## config.mk

```make
export PLATFORM = sky130hd
export DESIGN_NAME = axi_rd_arbiter
export DESIGN_NICKNAME = d
export VERILOG_FILES = /design/src/rtl/axi_arb_pkg.sv /design/src/rtl/axi_rd_arbiter_rr_picker.sv /design/src/rtl/axi_rd_arbiter.sv
export SDC_FILE = /design/constraint.sdc
export NUM_CORES = 1
export LEC_CHECK = 0
export ABC_AREA = 1
export CORE_MARGIN = 4
export CORE_UTILIZATION = 29
export CTS_BUF_LIST = sky130_fd_sc_hd__clkbuf_8
export DETAILED_ROUTE_END_ITERATION = 16
export PLACE_DENSITY = 0.83
export SLEW_MARGIN = 20
export SYNTH_ARGS = -nofsm -noshare
export SYNTH_HDL_FRONTEND = slang
export SYNTH_SLANG_ARGS = --single-unit
export TNS_END_PERCENT = 100
```

## constraint.sdc

```tcl
create_clock -name clk -period 1.45 [get_ports clk]
set_input_delay 0.145 -clock clk [delete_from_list [all_inputs] [get_ports clk]]
set_output_delay 0.145 -clock clk [all_outputs]
set_load 0.05 [all_outputs]
```

## src/rtl/axi_arb_pkg.sv

```systemverilog
// Shared types and helpers for the AXI4 read-channel arbiter.
// Optional build macro used by the arbiter: AXI_ARB_ROUND_ROBIN_EN.
package axi_arb_pkg;

  // Arbiter FSM states
  typedef enum logic [1:0] {
    IDLE = 2'd0,
    ADDR = 2'd1,
    DATA = 2'd2
  } arb_state_e;

  // AXI RRESP encodings
  localparam logic [1:0] RESP_OKAY   = 2'b00;
  localparam logic [1:0] RESP_SLVERR = 2'b10;

  // ID 0 is never issued, so the slave ID for master idx is idx+1
  function automatic int unsigned idx_to_id(input int unsigned idx);
    return idx + 1;
  endfunction

endpackage

```

## src/rtl/axi_rd_arbiter_rr_picker.sv

```systemverilog
// Combinational request picker: scans the request vector starting at ptr and
// grants the first requester found. With ptr tied to zero this degenerates to
// fixed priority (lowest index wins).
module rr_picker #(
  parameter int N     = 2,
  parameter int IDX_W = 1
) (
  input  logic [N-1:0]     req,
  input  logic [IDX_W-1:0] ptr,
  output logic [N-1:0]     gnt,
  output logic [IDX_W-1:0] idx,
  output logic             any
);

  int unsigned cand;

  // Circular search from ptr; the first hit locks out later candidates
  always_comb begin
    gnt  = '0;
    idx  = '0;
    any  = 1'b0;
    cand = 0;
    for (int k = 0; k < N; k++) begin
      cand = (32'(ptr) + 32'(k)) % 32'(N);
      if (!any && req[cand]) begin
        any       = 1'b1;
        gnt[cand] = 1'b1;
        idx       = IDX_W'(cand);
      end
    end
  end

endmodule

```

## src/rtl/axi_rd_arbiter.sv

```systemverilog
// N-master to 1-slave AXI4 read-channel arbiter. One outstanding read; the
// grant is held from AR issue until the last R beat.
// Build macro AXI_ARB_ROUND_ROBIN_EN selects round-robin arbitration;
// without it, fixed priority (lowest index wins) and no pointer register.
module axi_rd_arbiter
  import axi_arb_pkg::*;
#(
  parameter int N_MASTERS = 2,
  parameter int ADDR_W    = 32,
  parameter int DATA_W    = 64,
  parameter int ID_W      = 4
) (
  input  logic                        clk,
  input  logic                        rst,
  input  logic [N_MASTERS-1:0]        m_arvalid,
  input  logic [N_MASTERS*ADDR_W-1:0] m_araddr,
  output logic [N_MASTERS-1:0]        m_arready,
  output logic [N_MASTERS-1:0]        m_rvalid,
  input  logic [N_MASTERS-1:0]        m_rready,
  output logic [DATA_W-1:0]           m_rdata,
  output logic [1:0]                  m_rresp,
  output logic                        m_rlast,
  output logic                        s_arvalid,
  input  logic                        s_arready,
  output logic [ADDR_W-1:0]           s_araddr,
  output logic [ID_W-1:0]             s_arid,
  input  logic                        s_rvalid,
  output logic                        s_rready,
  input  logic [DATA_W-1:0]           s_rdata,
  input  logic [1:0]                  s_rresp,
  input  logic                        s_rlast,
  input  logic [ID_W-1:0]             s_rid,
  output logic                        id_err
);

  localparam int IDX_W = (N_MASTERS > 1) ? $clog2(N_MASTERS) : 1;

  arb_state_e             state_q, state_d;
  logic [N_MASTERS-1:0]   gnt_q, gnt_d;
  logic                   s_arvalid_q, s_arvalid_d;
  logic [ADDR_W-1:0]      s_araddr_q, s_araddr_d;
  logic [ID_W-1:0]        s_arid_q, s_arid_d;
  logic                   id_err_q, id_err_d;

  logic [IDX_W-1:0]       ptr;
  logic [N_MASTERS-1:0]   pick_gnt;
  logic [IDX_W-1:0]       pick_idx;
  logic                   pick_any;
  logic [ADDR_W-1:0]      pick_addr;
  logic                   r_beat;

`ifdef AXI_ARB_ROUND_ROBIN_EN
  logic [IDX_W-1:0]       ptr_q, ptr_d;

  // Pointer moves to the slot after the winner on every new grant, wrapping at N_MASTERS-1
  always_comb begin
    ptr_d = ptr_q;
    if (state_q == IDLE && pick_any) begin
      if (pick_idx == IDX_W'(N_MASTERS - 1)) ptr_d = '0;
      else                                   ptr_d = pick_idx + 1'b1;
    end
  end

  // Round-robin pointer register
  always_ff @(posedge clk) begin
    if (rst) ptr_q <= '0;
    else     ptr_q <= ptr_d;
  end

  assign ptr = ptr_q;
`else
  assign ptr = '0;
`endif

  rr_picker #(
    .N     (N_MASTERS),
    .IDX_W (IDX_W)
  ) u_picker (
    .req (m_arvalid),
    .ptr (ptr),
    .gnt (pick_gnt),
    .idx (pick_idx),
    .any (pick_any)
  );

  // One-hot AND-OR mux of the winning master's address
  always_comb begin
    pick_addr = '0;
    for (int i = 0; i < N_MASTERS; i++) begin
      if (pick_gnt[i]) pick_addr = pick_addr | m_araddr[i*ADDR_W +: ADDR_W];
    end
  end

  assign r_beat = (state_q == DATA) && s_rvalid && s_rready;

  // FSM next-state: grant in IDLE, hold AR in ADDR, route R until the last beat in DATA
  always_comb begin
    state_d     = state_q;
    gnt_d       = gnt_q;
    s_arvalid_d = s_arvalid_q;
    s_araddr_d  = s_araddr_q;
    s_arid_d    = s_arid_q;
    id_err_d    = id_err_q;
    case (state_q)
      IDLE: begin
        if (pick_any) begin
          gnt_d       = pick_gnt;
          s_araddr_d  = pick_addr;
          s_arid_d    = ID_W'(idx_to_id(32'(pick_idx)));
          s_arvalid_d = 1'b1;
          state_d     = ADDR;
        end
      end
      ADDR: begin
        if (s_arready) begin
          s_arvalid_d = 1'b0;
          state_d     = DATA;
        end
      end
      DATA: begin
        if (r_beat) begin
          // A wrong ID is flagged but the beat still goes to the granted master
          if (s_rid != s_arid_q) id_err_d = 1'b1;
          if (s_rlast)           state_d  = IDLE;
        end
      end
      default: state_d = IDLE;
    endcase
  end

  // FSM and registered AR-channel outputs; reset may land mid-burst
  always_ff @(posedge clk) begin
    if (rst) begin
      state_q     <= IDLE;
      gnt_q       <= '0;
      s_arvalid_q <= 1'b0;
      s_araddr_q  <= '0;
      s_arid_q    <= '0;
      id_err_q    <= 1'b0;
    end else begin
      state_q     <= state_d;
      gnt_q       <= gnt_d;
      s_arvalid_q <= s_arvalid_d;
      s_araddr_q  <= s_araddr_d;
      s_arid_q    <= s_arid_d;
      id_err_q    <= id_err_d;
    end
  end

  // Handshake steering to and from the granted master only
  always_comb begin
    m_arready = '0;
    m_rvalid  = '0;
    s_rready  = 1'b0;
    if (state_q == ADDR && s_arready) m_arready = gnt_q;
    if (state_q == DATA) begin
      if (s_rvalid) m_rvalid = gnt_q;
      s_rready = |(m_rready & gnt_q);
    end
  end

  assign s_arvalid = s_arvalid_q;
  assign s_araddr  = s_araddr_q;
  assign s_arid    = s_arid_q;
  assign id_err    = id_err_q;
  assign m_rdata   = s_rdata;
  assign m_rresp   = s_rresp;
  assign m_rlast   = s_rlast;

endmodule

```

==> metrics <==
crit path time final ~1400 ps; Layout fillers 795; GRT overflow 0; # port buffers 118; Critical-path top delay cell dfxtp_2; RSZ-0062 raised after global routing no; clock sinks 39; Synth Register Bits 39; H-tree depth 2; setup repair bufs after CTS 0; via count 2,187; clk_skew 5.24 ps; Hold Crit Class input port to output port; hold_sp s_rdata[19]; n_diodes 0; initial antenna violation count 0; Max VDD drop between 0.3 and 0.4 mV; crit end category output port; Via density about 4.7; Critical Path, Cell by Cell inv_2 -> nor2_4 -> nand2_2 -> nor2_4 -> buf_12; Max-Cap Viols 0; gpl congestion 0.834; warnings from Yosys 0; Area Growth Syn to Fin 38.9%; num ports 253; number of remaining DRC errors 0; TritonCTS Buffers 5; Starting Density 0.300; Worst EP required 1310 ps; die height between 90 and 100 microns; GRT Total Usage 0.134; number of global-route vias before repair 2,176; post-DR wirelength/cell 14.5 microns; post-synth top area cell dfxtp_1; Max Clock Freq 721 MHz; Fin. Hold Viols 0; final wirelength 6770 microns; sequential share of the synthesized area 0.333; share of post-route cells with drive strength above 1 0.238; Synth Cell Area roughly 2300 sq um; critical path startpoint category flop; Synth cell types 22; largest net degree at the start of global routing 36; Clk Latency, worst-skew pair 290 ps; Pre-antenna DRT Iters 4; CP startpoint state_q[1]$_SDFFE_PP0P_; syn_area_per_cell 7.47 sq um; first-pass GRT wire length ~10,000 microns; static leakage 0.00129 uW; die area roughly 9600 sq um; Critical R2R Launch state_q[0]$_SDFFE_PP0P_; WS Path Type flop to output port; root buf cell clkbuf_8; Setup violations, final 0; Post-DRT Antenna Nets 0; nets 507; period utilisation layout 0.956; Core ar. 7810 sq um; Max Root-Sink Buffers 2; P per Cell Area 994 nW/um^2; synth top area cells dfxtp_1 (33%), buf_4 (25%), nand2_1 (13%); commonest cells after routing, fill and taps aside nand2_1 (79), clkdlybuf4s50_1 (76), buf_4 (42); Area after DPL between 3000 and 4000 sq um; leading cell type in the layout, fill and taps excluded nand2_1; Worst Path Max Fanout 4; final core occ 0.417; Synth top area share 0.333; CP most frequent cell nor2_4; crit path DAT 1240 ps; Finished Cell Area roughly 3300 sq um; Clock Pin Slew Worst Setup and Hold Paths 80 ps; max incr delay on CP around 370 ps; Slew Limit Fails 0; CTS tree built; DP HPWL 5270 microns; post-synthesis cell count between 300 and 400; flop2flop setup slack 190 ps; Iteration-0 DRC Markers 50; outcome complete, no violations; Die Wd 97.9 microns; num rows 32
[per-stage QoR]
step | total power (uW) | cells | setup TNS [ps] | hold slack (ps) | worst slack [ps]
detailed placement | 2440 | 459 | -86.9 | 290 | -21.5
finish | 3240 | 467 | 0 | 290 | 63.9
CTS | 3270 | 467 | 0 | 290 | 2.80
global route | 3400 | 467 | 0 | 290 | 13.5
floorplan | 2450 | 315 | -67.5 | 302 | -33.7
global placement | 2410 | 459 | 0 | 290 | 18.2
[kinds of logic (layout without fill, tap and decap cells)]
group                  after synthesis  after routing  synth area share
buffers and inverters               99            149             0.299
AND/OR/NAND/NOR                    135            135             0.262
AO/OA/AOI/OAI                       40             40             0.105
flip-flops                          39             39             0.333
other                                1              2           0.00160
[worst max-delay path: cells and delay by family (launching register included)]
| family | cells | cell delay [ps] |
|---|---|---|
| buffers and inverters | 2 | 220 |
| flip-flops | 1 | 370 |
| AND/OR/NAND/NOR | 3 | 370 |
[registers in the layout (all words and copies together), names as in the netlist]
register   count
gnt_q          2
id_err         1
s_araddr      32
s_arid         1
s_arvalid      1
state_q        2
[path summary, 6_finish.rpt]
path / depth (start not counted) / to
worst max register to register: 6 / s_araddr[31]$_SDFFE_PP0P_
worst min register to register: 2 / id_err$_SDFFE_PP0P_
worst min-delay path: 0 / m_rdata[19]
worst max-delay path: 5 / m_rvalid[0]
[repair_timing]
item | in CTS | in global routing
setup endpoints to repair | 5 | 5
hold buffers | 0 | 0
gates resized for setup | 7 | 9
pin swaps | 1 | 0
[report_power, final]
group          switching, uW  internal (uW)
clock                    380            433
combinational            710            470
sequential              70.0           1170
[final cells by class]
cell class              count  area [sq um]  area share
well taps                 102           128      0.0392
flip-flops and latches     39           787       0.242
inverters                  13          48.8      0.0150
clock inverters             1          7.51     0.00231
clock buffers               7          96.3      0.0296
multi-input cells         177           913       0.280
repair buffers            128          1280       0.392
[per-layer routing]
layer,track usage,share of wire,up-vias
met5,0,0,-
met4,0.0522,0.017,0
met3,0.0443,0.088,30
met2,0.248,0.52,108
met1,0.138,0.38,999
li1,-,-,1050
[synth_stat cells (all sizes together)]
cell type / number
a21oi: 7
a31oi: 27
buf: 83
clkbuf: 3
conb: 1
dfxtp: 39
inv: 13
nand2: 80
nand3: 31
nand3b: 1
nand4: 1
nor2: 20
nor3: 2
o21ai: 6
No activity file was read; power rests on OpenSTA's default activity.
